$ cat config.mk
export PLATFORM = sky130hd
export DESIGN_NAME = mem_bist_ctrl
export DESIGN_NICKNAME = d
export VERILOG_FILES = /design/src/rtl/mem_bist_ctrl.sv
export SDC_FILE = /design/constraint.sdc
export NUM_CORES = 1
export LEC_CHECK = 0
export CORE_UTILIZATION = 50
export CTS_CLUSTER_DIAMETER = 120
export DETAILED_ROUTE_END_ITERATION = 8
export PLACE_DENSITY = 0.81
export SLEW_MARGIN = 40
export SYNTH_ARGS = -nofsm -noshare
export SYNTH_HDL_FRONTEND = slang
export SYNTH_SLANG_ARGS = --single-unit
$ cat constraint.sdc
create_clock -name i_clk -period 2.03 [get_ports i_clk]
set_clock_uncertainty 0.1 [all_clocks]
set_input_delay 0.203 -clock i_clk [delete_from_list [all_inputs] [get_ports i_clk]]
set_output_delay 0.203 -clock i_clk [all_outputs]
set_load 0.02 [all_outputs]
$ cat src/rtl/mem_bist_ctrl.sv
// Fill-and-verify BIST initiator for DataMemory: writes an LFSR pattern to every
// address, reads it back through a latency-aligned compare, and reports errors.
module mem_bist_ctrl #(
    parameter int         ADDR_W       = 10,
    parameter int         DATA_W       = 8,
    parameter int         READ_LATENCY = 1,
    parameter logic [7:0] SEED         = 8'hA5
) (
    input  logic              i_clk,
    input  logic              i_rst_n,
    input  logic              i_Start,
    output logic [ADDR_W-1:0] o_Address,
    output logic [DATA_W-1:0] o_WriteData,
    output logic              o_WriteEn,
    output logic              o_ReadEn,
    input  logic [DATA_W-1:0] i_ReadData,
    output logic              o_Busy,
    output logic              o_Done,
    output logic              o_Pass,
    output logic [ADDR_W:0]   o_ErrCount,
    output logic [ADDR_W-1:0] o_FirstErrAddr
);
    // state | meaning
    // IDLE  | after reset, waiting for i_Start
    // WRITE | one pattern write per cycle, address 0..DEPTH-1
    // READ  | one read per cycle, expected pattern regenerated from the seed
    // DRAIN | reads issued, waiting READ_LATENCY cycles for the last compares
    // DONE  | results valid and held, i_Start starts a new run

    localparam logic [DATA_W-1:0] SEED_EFF   = (SEED == 8'h00) ? DATA_W'(8'h01) : DATA_W'(SEED);
    localparam logic [ADDR_W-1:0] LAST_ADDR  = '1;
    localparam logic [ADDR_W-1:0] ADDR_ONE   = ADDR_W'(1);
    localparam logic [ADDR_W:0]   ERR_ONE    = (ADDR_W + 1)'(1);
    localparam logic [1:0]        DRAIN_LOAD = 2'((READ_LATENCY == 0) ? 0 : READ_LATENCY - 1);

    typedef enum logic [2:0] {IDLE, WRITE, READ, DRAIN, DONE} state_t;

    state_t            state, stateNext;
    logic [DATA_W-1:0] pattern, patternNext;
    logic [ADDR_W-1:0] addrNext;
    logic              wrEnNext, rdEnNext, doneNext, passNext, busyNext, clearRes;
    logic [1:0]        drainCnt, drainNext;

    logic              alignedValid;
    logic [ADDR_W-1:0] alignedAddr;
    logic [DATA_W-1:0] alignedExp;
    logic              mismatch, finalPass;

    function automatic logic [DATA_W-1:0] lfsrStep(input logic [DATA_W-1:0] s);
        return {s[DATA_W-2:0], s[7] ^ s[5] ^ s[4] ^ s[3]};
    endfunction

    // Expected data/address follow the read through the same latency as the memory.
    if (READ_LATENCY == 0) begin : gNoDelay
        assign alignedValid = o_ReadEn;
        assign alignedAddr  = o_Address;
        assign alignedExp   = pattern;
    end else begin : gDelay
        logic              vPipe [READ_LATENCY];
        logic [ADDR_W-1:0] aPipe [READ_LATENCY];
        logic [DATA_W-1:0] ePipe [READ_LATENCY];

        always_ff @(posedge i_clk or negedge i_rst_n) begin
            if (!i_rst_n) begin
                for (int i = 0; i < READ_LATENCY; i++) begin
                    vPipe[i] <= 1'b0;
                    aPipe[i] <= '0;
                    ePipe[i] <= '0;
                end
            end else begin
                vPipe[0] <= o_ReadEn;
                aPipe[0] <= o_Address;
                ePipe[0] <= pattern;
                for (int i = 1; i < READ_LATENCY; i++) begin
                    vPipe[i] <= vPipe[i-1];
                    aPipe[i] <= aPipe[i-1];
                    ePipe[i] <= ePipe[i-1];
                end
            end
        end

        assign alignedValid = vPipe[READ_LATENCY-1];
        assign alignedAddr  = aPipe[READ_LATENCY-1];
        assign alignedExp   = ePipe[READ_LATENCY-1];
    end

    assign mismatch  = alignedValid && (i_ReadData != alignedExp);
    // The last compare lands in the same cycle DONE is entered, so fold it in here.
    assign finalPass = (o_ErrCount == '0) && !mismatch;

    always_comb begin
        stateNext   = state;
        patternNext = pattern;
        addrNext    = o_Address;
        wrEnNext    = 1'b0;
        rdEnNext    = 1'b0;
        doneNext    = o_Done;
        passNext    = o_Pass;
        drainNext   = drainCnt;
        clearRes    = 1'b0;
        case (state)
            IDLE, DONE: begin
                if (i_Start) begin
                    stateNext   = WRITE;
                    patternNext = SEED_EFF;
                    addrNext    = '0;
                    wrEnNext    = 1'b1;
                    doneNext    = 1'b0;
                    passNext    = 1'b0;
                    clearRes    = 1'b1;
                end
            end
            WRITE: begin
                if (o_Address == LAST_ADDR) begin
                    stateNext   = READ;
                    patternNext = SEED_EFF;
                    addrNext    = '0;
                    rdEnNext    = 1'b1;
                end else begin
                    patternNext = lfsrStep(pattern);
                    addrNext    = o_Address + ADDR_ONE;
                    wrEnNext    = 1'b1;
                end
            end
            READ: begin
                if (o_Address == LAST_ADDR) begin
                    addrNext = '0;
                    if (READ_LATENCY == 0) begin
                        stateNext = DONE;
                        doneNext  = 1'b1;
                        passNext  = finalPass;
                    end else begin
                        stateNext = DRAIN;
                        drainNext = DRAIN_LOAD;
                    end
                end else begin
                    patternNext = lfsrStep(pattern);
                    addrNext    = o_Address + ADDR_ONE;
                    rdEnNext    = 1'b1;
                end
            end
            DRAIN: begin
                if (drainCnt == 2'd0) begin
                    stateNext = DONE;
                    doneNext  = 1'b1;
                    passNext  = finalPass;
                end else begin
                    drainNext = drainCnt - 2'd1;
                end
            end
            default: stateNext = IDLE;
        endcase
        busyNext = (stateNext == WRITE) || (stateNext == READ) || (stateNext == DRAIN);
    end

    always_ff @(posedge i_clk or negedge i_rst_n) begin
        if (!i_rst_n) begin
            state       <= IDLE;
            pattern     <= SEED_EFF;
            drainCnt    <= 2'd0;
            o_Address   <= '0;
            o_WriteData <= '0;
            o_WriteEn   <= 1'b0;
            o_ReadEn    <= 1'b0;
            o_Busy      <= 1'b0;
            o_Done      <= 1'b0;
            o_Pass      <= 1'b0;
        end else begin
            state       <= stateNext;
            pattern     <= patternNext;
            drainCnt    <= drainNext;
            o_Address   <= addrNext;
            o_WriteData <= wrEnNext ? patternNext : '0;
            o_WriteEn   <= wrEnNext;
            o_ReadEn    <= rdEnNext;
            o_Busy      <= busyNext;
            o_Done      <= doneNext;
            o_Pass      <= passNext;
        end
    end

    always_ff @(posedge i_clk or negedge i_rst_n) begin
        if (!i_rst_n) begin
            o_ErrCount     <= '0;
            o_FirstErrAddr <= '0;
        end else if (clearRes) begin
            o_ErrCount     <= '0;
            o_FirstErrAddr <= '0;
        end else if (mismatch) begin
            o_ErrCount <= o_ErrCount + ERR_ONE;
            if (o_ErrCount == '0) begin
                o_FirstErrAddr <= alignedAddr;
            end
        end
    end

endmodule

==> results.toml <==
[critical_path]
reg2regPathDepth = 7
cp-start-kind = "flip-flop"
required_ns = 2.20
cp-end-kind = "flip-flop"
worstSetupPathType = "flip-flop to flip-flop"
cp_data_arrival_time_ns = 2.11
critPathMaxFanout = 9

[synth]
syn_nets = 310
netlist_area_sq_um = 3300
yosysUniqueCellTypes = 51
synth_top_area_share_pct = 54.6
netlist_instances = 295
yosys_register_bits = 76
synth_largest_area_cell = "dfrtp_1"
synth.most_common_cell = "dfrtp_1"
synth_flop_cell = "dfrtp_1"
synth_edf_count = 0
synth_seq_area_share_pct = 57.7
ys_top_cells_by_count = "72 x dfrtp_1, 30 x nand2_1, 29 x nor2_1"
async_flop_share_pct = 100
synth_area_leaders = "dfrtp_1 55%, xnor2_1 4.5%, mux2i_1 3.6%"
synth.avg_cell_area_sq_um = 11.2
yosys_warnings = 0

[timing]
min_period_ns = 1.94
finalSetupViolCount = 0
maxSlewHeadroom_pct = 71.7
timing.final.crit_share_pct = 95.4
fmax_ghz = 0.516
layout_setup_ws_ns = 0.0938
setup_tns_ns = 0
worst_slew_pin_slew_ns = 0.424
rsz0062_at_grt = "false"
slew_violations = 0
hold_viol_final = 0

[min_path]
hp-class = "primary input to asynchronous set/reset pin"

[floorplanning]
start_util_pct = 52.0
core_sq_um = 6350
dieArea_sq_um = 6930
fp.dieH_um = 83.3
dieWidth_um = 83.3
fp-row-count = 29
io_pins = 55

[routing]
vias = 2535
wl_per_cell_um = 15.9
firstDrtPassIters = 4
drc_errors = 0
vias_per_cell = 5.51
drt.antenna.violating_nets = 0
drt_iter0_markers = 100
wirelength_um = 7330

[global_routing]
grt_max_degree = 60
grt_usage_pct = 22.7
gr-total-overflow = 0
grt_pass1_vias = 2523
grt_pass1_wl_um = 12200
grt_antenna_before_repair = 0

[layout]
drive_gt1_share_pct = 15.1
fillCellCount = 454
n_antenna_cell = 0
final_nets = 393
area_growth_pct = 30.5

[status]
status = "finished, final reports clean"

[power_and_ir_drop]
irDropWorstVdd_uv = 844
leakage_nw = 1.95
powerDensity_nw_per_um2 = 1100

[clock_tree]
cts_made_buffers = 9
clock_sinks = 76
insertion_delay_ns = 0.34
htreeDepth = 3
clk_transition_reported_paths_ns = 0.08
max-clock-path-buffers = 2
cts_tree = "yes"
clock-root-buffer = "clkbuf_8"

[place]
dp_slack_ns = -0.0105
gp_congestion = 0.885
port_buffers = 54
hpwlAfterDp_um = 5250

[run]
maxCapViolCount = 0
logic make-up after synthesis:
group	share of synthesized area, %
buf+inv	2.84
compound gates	12.6
mux	3.64
simple gates	16.6
fa+ha+maj	1.52
flops	57.7
xor+xnor	5.04
sequential cells by signal, summed over array words and instances, names as in the netlist:
name            flops
drainCnt            2
o_Address          10
o_Pass              1
o_ReadEn            1
o_ErrCount         11
o_WriteEn           1
o_FirstErrAddr     10
o_Busy              1
state               3
pattern             8
o_Done              1
alignedAddr        10
alignedExp          8
alignedValid        1
o_WriteData         8
power by group:
part	switching [mW]	internal, mW	leakage [nW]
clock network	0.535	0.601	0.0926
registers	0.280	1.93	0.969
logic	0.711	0.704	0.892
critical path: stages, from the launching register on:
cell and delay, ns:
dfrtp_1 0.39, ha_1 0.22, nand3_1 0.17, nor3_4 0.06, buf_4 0.17, nand2b_1 0.27
or3_1 0.40, o21ai_1 0.08
routing by layer:
layer	GRT usage (%)	up-vias	wire (um)
li1	-	1204	-
met1	28.6	1262	3180
met2	38.7	60	3780
met3	5.27	9	273
met4	7.21	0	91
met5	0	-	0
repair_timing:
| action | CTS | global route |
|---|---|---|
| hold endpoints to repair | 14 | 0 |
| endpoints found under the setup margin | 0 | 17 |
| hold buffers | 1 | 0 |
| resized for setup | 0 | 3 |
| buffers inserted | 0 | 0 |
final cells by class:
class	instances	area (sq um)	area share, %
multi-input cells	200	1310	30.4
flip-flops and latches	76	1910	44.3
well taps	77	96.3	2.24
inverters	8	30.0	0.697
clock inverters	4	50.0	1.16
repair buffers	83	768	17.8
clock buffers	12	145	3.37
per-stage QoR:
step / total power, mW / instances / utilization (%) / hold WS [ns] / instance area, sq um
floorplan: 2.97 / 295 / - / -0.193 / 3300
global placement: 3.58 / 443 / 64.5 / 0.0648 / 4090
detailed placement: 3.65 / 443 / 64.5 / 0.0659 / 4090
CTS: 4.78 / 460 / 67.7 / 0.234 / 4300
global route: 5.01 / 460 / 67.9 / 0.257 / 4310
finish: 4.76 / 460 / 67.9 / 0.231 / 4310
layout by cell type (no fill, tap or decap), types with 3 or more instances in the layout:
| master | count |
|---|---|
| nor2b_1 | 3 |
| nand2b_1 | 7 |
| xnor2_1 | 17 |
| nor3_1 | 5 |
| o22a_1 | 3 |
| dfstp_2 | 4 |
| clkdlybuf4s50_1 | 53 |
| buf_4 | 27 |
| nand3_1 | 9 |
| nor2_1 | 29 |
| o21ai_0 | 7 |
| and2_1 | 5 |
| clkbuf_8 | 10 |
| a31oi_1 | 5 |
| nand2_1 | 30 |
| mux2i_1 | 12 |
| a22o_1 | 7 |
| nand4_1 | 6 |
| ha_1 | 4 |
| dfrtp_1 | 71 |
| a21oi_1 | 13 |
| inv_1 | 8 |
path summary, 6_finish.rpt:
check,end,slack [ns],from
worst max-delay path,o_Address[7],0.09,o_Address[0]
max in group asynchronous,pattern[7],0.91,i_rst_n
min in group i_clk,alignedValid,0.30,o_ReadEn
worst max register to register,o_Address[7],0.09,o_Address[0]
worst min-delay path,drainCnt[0],0.23,i_rst_n
worst min register to register,alignedValid,0.30,o_ReadEn
(Power assumes the default switching activity.)
